$ cat src/rtl/antirrebote_pkg.sv
// Project-wide constants and shared types for the slow-clock button debouncers.
// Defaults describe the parking counter board: 1 kHz clock, 20 ms debounce, pull-up buttons.
package antirrebote_pkg;

    localparam int CLK_SLOW_HZ        = 1000;
    localparam int DEBOUNCE_MS        = 20;
    localparam int STABLE_CNT_DEFAULT = CLK_SLOW_HZ * DEBOUNCE_MS / 1000;
    localparam int ACTIVE_LOW_DEFAULT = 1;

    // What a channel does on a given edge, decoded from sample/level/counter.
    typedef enum logic [1:0] {
        EV_HOLD   = 2'd0,
        EV_COUNT  = 2'd1,
        EV_COMMIT = 2'd2
    } canal_evt_e;

    // Raw pin value of a released button for the given polarity.
    function automatic logic inactive_raw(input int active_low);
        return (active_low != 0) ? 1'b1 : 1'b0;
    endfunction

endpackage

$ cat src/rtl/antirrebote_canal.sv
// One debounced channel: 2-FF synchroniser, polarity normalisation, stability counter,
// registered level and one-cycle press/release pulses.
module antirrebote_canal
    import antirrebote_pkg::*;
#(
    parameter int STABLE_CNT = STABLE_CNT_DEFAULT,
    parameter int ACTIVE_LOW = ACTIVE_LOW_DEFAULT
) (
    input  logic clk_slow,
    input  logic rst_n,
    input  logic btn_in,
    output logic btn_level,
    output logic btn_rise,
    output logic btn_fall
);

    localparam int               CNT_W    = $clog2(STABLE_CNT + 1);
    localparam logic [CNT_W-1:0] CNT_MAX  = CNT_W'(STABLE_CNT - 1);
    localparam logic             IDLE_RAW = inactive_raw(ACTIVE_LOW);

    generate
        if (STABLE_CNT < 1) begin : g_bad_stable_cnt
            $error("antirrebote_canal: STABLE_CNT must be at least 1");
        end
    endgenerate

    logic             sync1_q;
    logic             sync2_q;
    logic [CNT_W-1:0] cnt_q,   cnt_d;
    logic             level_q, level_d;
    logic             rise_q,  rise_d;
    logic             fall_q,  fall_d;
    logic             sample;
    canal_evt_e       evt;

    // Normalised so that 1 always means pressed, whatever the pin polarity.
    assign sample = sync2_q ^ IDLE_RAW;

    always_comb begin
        evt = EV_HOLD;
        if (sample != level_q) begin
            evt = (cnt_q == CNT_MAX) ? EV_COMMIT : EV_COUNT;
        end
    end

    // Any return of the sample to the current level restarts the count from zero.
    always_comb begin
        cnt_d   = '0;
        level_d = level_q;
        rise_d  = 1'b0;
        fall_d  = 1'b0;
        case (evt)
            EV_COUNT: begin
                cnt_d = cnt_q + CNT_W'(1);
            end
            EV_COMMIT: begin
                level_d = sample;
                rise_d  = sample;
                fall_d  = ~sample;
            end
            default: begin
            end
        endcase
    end

    always_ff @(posedge clk_slow or negedge rst_n) begin
        if (!rst_n) begin
            sync1_q <= IDLE_RAW;
            sync2_q <= IDLE_RAW;
            cnt_q   <= '0;
            level_q <= 1'b0;
            rise_q  <= 1'b0;
            fall_q  <= 1'b0;
        end else begin
            sync1_q <= btn_in;
            sync2_q <= sync1_q;
            cnt_q   <= cnt_d;
            level_q <= level_d;
            rise_q  <= rise_d;
            fall_q  <= fall_d;
        end
    end

    assign btn_level = level_q;
    assign btn_rise  = rise_q;
    assign btn_fall  = fall_q;

endmodule

$ cat src/rtl/antirrebote_multicanal.sv
// Multi-channel debouncer between the physical pins and the counter FSM.
// Pure wiring: one independent antirrebote_canal per input bit.
module antirrebote_multicanal
    import antirrebote_pkg::*;
#(
    parameter int N_CH       = 4,
    parameter int STABLE_CNT = STABLE_CNT_DEFAULT,
    parameter int ACTIVE_LOW = ACTIVE_LOW_DEFAULT
) (
    input  logic            clk_slow,
    input  logic            rst_n,
    input  logic [N_CH-1:0] btn_in,
    output logic [N_CH-1:0] btn_level,
    output logic [N_CH-1:0] btn_rise,
    output logic [N_CH-1:0] btn_fall
);

    generate
        if (N_CH < 1) begin : g_bad_n_ch
            $error("antirrebote_multicanal: N_CH must be at least 1");
        end
        if (STABLE_CNT < 1) begin : g_bad_stable_cnt
            $error("antirrebote_multicanal: STABLE_CNT must be at least 1");
        end
    endgenerate

    generate
        for (genvar ch = 0; ch < N_CH; ch++) begin : g_canal
            antirrebote_canal #(
                .STABLE_CNT (STABLE_CNT),
                .ACTIVE_LOW (ACTIVE_LOW)
            ) u_canal (
                .clk_slow  (clk_slow),
                .rst_n     (rst_n),
                .btn_in    (btn_in[ch]),
                .btn_level (btn_level[ch]),
                .btn_rise  (btn_rise[ch]),
                .btn_fall  (btn_fall[ch])
            );
        end
    endgenerate

endmodule
$ cat config.mk
export PLATFORM = sky130hd
export DESIGN_NAME = antirrebote_multicanal
export DESIGN_NICKNAME = d
export VERILOG_FILES = /design/src/rtl/antirrebote_pkg.sv /design/src/rtl/antirrebote_canal.sv /design/src/rtl/antirrebote_multicanal.sv
export SDC_FILE = /design/constraint.sdc
export NUM_CORES = 1
export LEC_CHECK = 0
export CAP_MARGIN = 15
export CORE_MARGIN = 4
export CORE_UTILIZATION = 54
export CTS_CLUSTER_DIAMETER = 30
export DETAILED_ROUTE_END_ITERATION = 10
export GPL_ROUTABILITY_DRIVEN = 0
export PLACE_DENSITY = 0.77
export SYNTH_ARGS = -nofsm -noshare
export SYNTH_HDL_FRONTEND = slang
export SYNTH_SLANG_ARGS = --single-unit
$ cat constraint.sdc
create_clock -name clk_slow -period 1.25 [get_ports clk_slow]
set_input_delay 0.25 -clock clk_slow [delete_from_list [all_inputs] [get_ports clk_slow]]
set_output_delay 0.25 -clock clk_slow [all_outputs]
set_load 0.02 [all_outputs]
# Word level (Yosys, flattened, before mapping)
# Cells that the tools add are included.
[op_classes]
n_addsub = 4
multipliers = 0
div = 0
magnitude_cmp = 0
n_eq_ne = 16
shift = 0
muxes = 20
bitwise = 4
n_reduce_logical = 0
[ops]
columns = ["operator", "count"]
rows = [
  ["5-bit by 1-bit adder with 5-bit output, second input constant", 4],
  ["5-bit == test, second input constant", 4],
  ["5-bit two-way mux", 4],
  ["2-bit two-way mux", 8],
  ["2-bit by 1-bit == test with 1-bit output, second input constant", 4],
  ["2-bit == test, second input constant", 4],
  ["1-bit two-way mux", 8],
  ["1-bit != test", 4],
  ["1-bit NOT", 4],
]
[totals]
ff_bits = 40
latchBits = 0
ram_bits = 0
rom_bits = 0
out_inout_bits = 12
memories = 0

# Longest topological paths before layout
[depth]
depth_word = 5
mapped_depth = 4
mapped_depth_nobuf = 4

# Modules after synthesis
# From an unflattened synthesis, not the netlist that was laid out.
[hier_totals]
hier_cells = 116
area_unflattened_um2 = 1546.5
[by_module_without_submodules]
columns = ["mod", "instances", "cells_each", "area_per_inst_um2"]
rows = [
  ["antirrebote_canal", 4, 29, 386.6],
]

# Least setup slack after synthesis
# OpenSTA, ideal clock, no wires.
[synth_timing]
path_type = "register to register"
start = "register g_canal[0].u_canal.cnt_q[0]"
end = "register g_canal[0].u_canal.cnt_q[4]"
arrival_time_ns = 0.913
path_slack_ns = 0.219
path_stages_with_launch = 5
period_less_slack_ns = 1.031
path_cell_list = "dfrtp_1 -> ha_1 -> nand3_1 -> xor2_1 -> nor2_1"
[synth_between]
elab_chain_cells = 5
word_cells_on_any_way = 6
classes_between = "add/sub: 1; eq/ne: 2; mux: 3"
[synth_lines]
columns = ["item", "line_no", "rtl"]
rows = [
  ["start, declared", "antirrebote_canal.sv:29", "logic [CNT_W-1:0] cnt_q, cnt_d;"],
  ["start signal, assigned", "antirrebote_canal.sv:77", "cnt_q <= cnt_d;"],
  ["5-bit == test", "antirrebote_canal.sv:42", "evt = (cnt_q == CNT_MAX) ? EV_COMMIT : EV_COUNT;"],
  ["2-bit two-way mux", "antirrebote_canal.sv:42", ""],
  ["2-bit two-way mux", "antirrebote_canal.sv:41", "if (sample != level_q) begin"],
  ["2-bit by 1-bit == test with 1-bit output", "antirrebote_canal.sv:52", "case (evt)"],
  ["5-bit two-way mux *", "antirrebote_canal.sv:52", ""],
  ["via g_canal[0].u_canal.cnt_d[4]", "antirrebote_canal.sv:29", ""],
]
# The timed path passes the listed nets; every way through them passes the cells marked *.
# A chain may end at the register's enable or synchronous reset.

# Worst setup path in the final report
[layout_timing]
start = "register g_canal[3].u_canal.level_q"
end = "output port btn_level[3]"
[layout_lines]
columns = ["item", "line_no", "rtl"]
rows = [
  ["start, declared", "antirrebote_canal.sv:30", "logic level_q, level_d;"],
  ["start signal, assigned", "antirrebote_canal.sv:78", "level_q <= level_d;"],
  ["end, declared", "antirrebote_multicanal.sv:13", "output logic [N_CH-1:0] btn_level,"],
]
# No word-level cell between the ends.

==> key figures <==
Die
  • IO Pins: 18
  • Die area: ~0.0040 mm²
  • Die H: approximately 63 µm
  • Row count: 19
  • Starting Density: 57.9%
  • Die Wd: 63.1 µm
  • Core ar.: 0.00283 mm²

Global route
  • Initial antenna violation count: 0
  • GRT overflow: 0
  • Largest net degree at the start of global routing: 41
  • Vias in the first global route: between 900 and 1k
  • First-pass GRT wire length: 4.19 mm
  • Total Routing Usage GR: between 10 and 15%

Layout
  • Area growth syn-to-layout: 12.8%
  • Multi-input logic area: 536 µm²
  • Layout Utilization: between 60% and 70%
  • Filler cells: about 220
  • N_diodes: 0
  • Register area: slightly above 0.001 mm²
  • Layout cells sized above 1: between 20 and 30%
  • Fin nets: 156

Synthesis
  • Cells after Synth: roughly 130
  • Syn nets: 138
  • Unique masters post-synth: 14
  • Ys Warns: 0
  • Synthesized area per cell: around 13 µm²
  • Register area share after synthesis: approximately 62%
  • Area of the mapped netlist: 0.00164 mm²
  • Flops & latches, synth: 40

Worst setup path
  • Req. time, crit path: 1.00 ns
  • Worst Setup End Kind: primary output
  • Worst path cell trace: buf_2
  • Slowest-stage cell, CP: dfrtp_1
  • Critical path launch point: g_canal[3].u_canal.btn_level
  • Crit path DAT: approximately 0.90 ns
  • Number of cells on the critical path: 1
  • Cells on worst reg2reg path: 3
  • CP endpoint: btn_level[3]
  • Top delay family on crit path: flip-flops
  • Reg2Reg Setup Slack: approximately 0.11 ns
  • Crit path max fanout: 2
  • Path type of the worst setup path: reg -> out
  • Startpoint types: flip-flop
  • Reg-to-Reg End: g_canal[0].u_canal.cnt_q[1]
  • Crit path largest cell delay: around 0.4 ns
  • Buf+Inv Stages, Crit Path: 1
  • Worst r2r src: g_canal[0].u_canal.cnt_q[1]

Pwr
  • Sw frac: 20.3%
  • Pwr Density: around 1300 mW/mm²
  • Combinational Power Share: roughly 5.4%
  • Clock Power Share: between 30 and 40%
  • Seq pwr share: between 50% and 60%
  • Pwr Total: 2.44 mW
  • Switching Power: around 0.5 mW
  • LEAKAGE: 0.862 nW
  • Power Internal: 1.95 mW
  • Maximum VDD drop: just over 0.8 mV

STA
  • Final Max Slew Viols: 0
  • Worst Skew: approximately 0.0095 ns
  • Rel. slew slack: a little over four fifths
  • Final worst-path setup slack: 0.0971 ns
  • Final-report hold violation count: 0
  • Crit path time final: 1.15 ns
  • Setup violators final: 0
  • Worst-Margin Slew: about 0.23 ns
  • Post-route clock period utilization: 92.2%
  • Sum Neg Setup Slack: 0 ns
  • Max Clk Rate: 867 MHz
  • Unrepaired setup endpoints after global routing: false
  • Hold slack: 0.302 ns

Clock network
  • Num CTS Buffers: 5
  • Clk buf depth: 2
  • Clk sinks: 40
  • Worst-Skew Late Latency: 0.34 ns
  • H-tree levels: 2
  • CTS Root Cell: clkbuf_4
  • Post-CTS setup buffer count: 0
  • TritonCTS clock tree: done
  • Clock transition at path regs: about 0.11 ns

Place
  • Post-DP HPWL: 1.57 mm
  • Pre-CTS setup slack: between 0.05 and 0.06 ns
  • Number of port buffers: 17

Route
  • Drt pass-1 iters: 4
  • Total Wirelength: 2.23 mm
  • Starting DRT DRC Count: 45
  • Routed vias/inst: approximately 5.1
  • Number of remaining DRC errors: 0
  • Avg WL per Cell: 12.5 µm
  • Routed Antenna Nets: 0
  • Via count: roughly 900

Job
  • Max_cap viols: 0

Min path
  • Hold Crit Class: in -> reg

Run status
  • Status: finished clean
==> registers in the layout, indices dropped and copies added, names as in the netlist <==
signal and count:
g_canal.u_canal.cnt_q 20, g_canal.u_canal.sync1_q 4, g_canal.u_canal.btn_level 4, g_canal.u_canal.btn_fall 4
g_canal.u_canal.btn_rise 4, g_canal.u_canal.sync2_q 4
==> routing by layer <==
layer | part of all wire [%] | vias to the layer above | GRT usage (%) | wire length [µm]
met4 | 2.1 | 0 | 6.61 | 46
li1 | - | 446 | - | -
met2 | 50 | 16 | 22.7 | 1120
met5 | 0 | - | 0 | 0
met3 | 4.8 | 4 | 5.86 | 107
met1 | 43 | 438 | 15.5 | 960
==> timing repair <==
item | CTS | global route
pin swaps | 0 | 0
endpoints found under the setup margin | 12 | 9
hold buffers | 1 | 0
endpoints found under the hold margin | 32 | 0
resized for setup | 39 | 9
==> synthesized netlist by cell type, drive strengths merged <==
library cell  count  area (µm²)
nand2            12        55.1
nand4bb           4         110
nand3             8        40.0
xor2              8        70.1
buf              12        90.1
dfstp             8         210
o21ai             4        20.0
and3              4        25.0
dfrtp            32         801
ha                4        50.1
nor3              4        20.0
nor2             20        75.1
xnor2             8        70.1
==> power groups by stage <==
stage	combinational, mW	clock, mW	sequential [mW]
4_1_cts	0.135	0.956	1.38
5_1_grt	0.153	1.03	1.39
3_5_place_dp	0.131	0	1.41
2_1_floorplan	0.0708	0	1.40
6_report	0.131	0.928	1.38
3_3_place_gp	0.126	0	1.40
==> worst register-to-register path: cells and delay by family, from the launching register on <==
family	cells	cell delay, ns
flip-flops	1	0.39
adder cells (fa/ha/maj)	1	0.26
AND/OR/NAND/NOR	2	0.39
==> cell usage in the layout, fill, tap and decap left out, types with 2 or more instances in the layout <==
cell type	n
dfrtp_1	32
nor2_1	20
buf_2	13
xnor2_1	8
nand3_1	8
xor2_1	8
nand2_1	8
dfstp_2	8
clkbuf_4	5
nand4bb_4	4
nand2_2	4
and3_1	4
nor3_1	4
o21ai_0	4
ha_1	4
clkdlybuf4s50_1	4
buf_4	4
clkbuf_8	2
==> area by class of cell <==
type	count	share of cell area, %
Sequential cell	40	54.8
Timing Repair Buffer	23	8.95
Tap cell	31	2.10
Clock inverter	1	1.63
Clock buffer	7	3.53
Multi-Input combinational cell	76	29.0
==> kinds of logic after synthesis <==
logic type	Yosys count	share of synthesized area (%)
and+or+nand+nor	52	19.9
AOI/OAI and AO/OA	4	1.22
adders and majority gates	4	3.06
xor gates and xnor gates	16	8.56
DFF	40	61.8
buffers and inverters	12	5.50
==> worst min path at each step <==
stage                                   to  slack, ns  depth (start not counted)  startpoint
6_report        g_canal[2].u_canal.sync1_q       0.30                          1   btn_in[2]
5_1_grt         g_canal[2].u_canal.sync1_q       0.28                          1   btn_in[2]
4_1_cts         g_canal[2].u_canal.sync1_q       0.29                          1   btn_in[2]
3_5_place_dp   g_canal[1].u_canal.btn_fall       0.23                          2       rst_n
3_3_place_gp   g_canal[1].u_canal.btn_fall       0.23                          2       rst_n
2_1_floorplan  g_canal[0].u_canal.btn_fall      -0.05                          0       rst_n
==> stage by stage <==
step | instance area [µm²] | std cells
2_1_floorplan | 1640 | 128
3_3_place_gp | 1800 | 169
3_5_place_dp | 1800 | 169
4_1_cts | 1900 | 178
5_1_grt | 1850 | 178
6_report | 1850 | 178
Power figures use the tool's default switching activity.
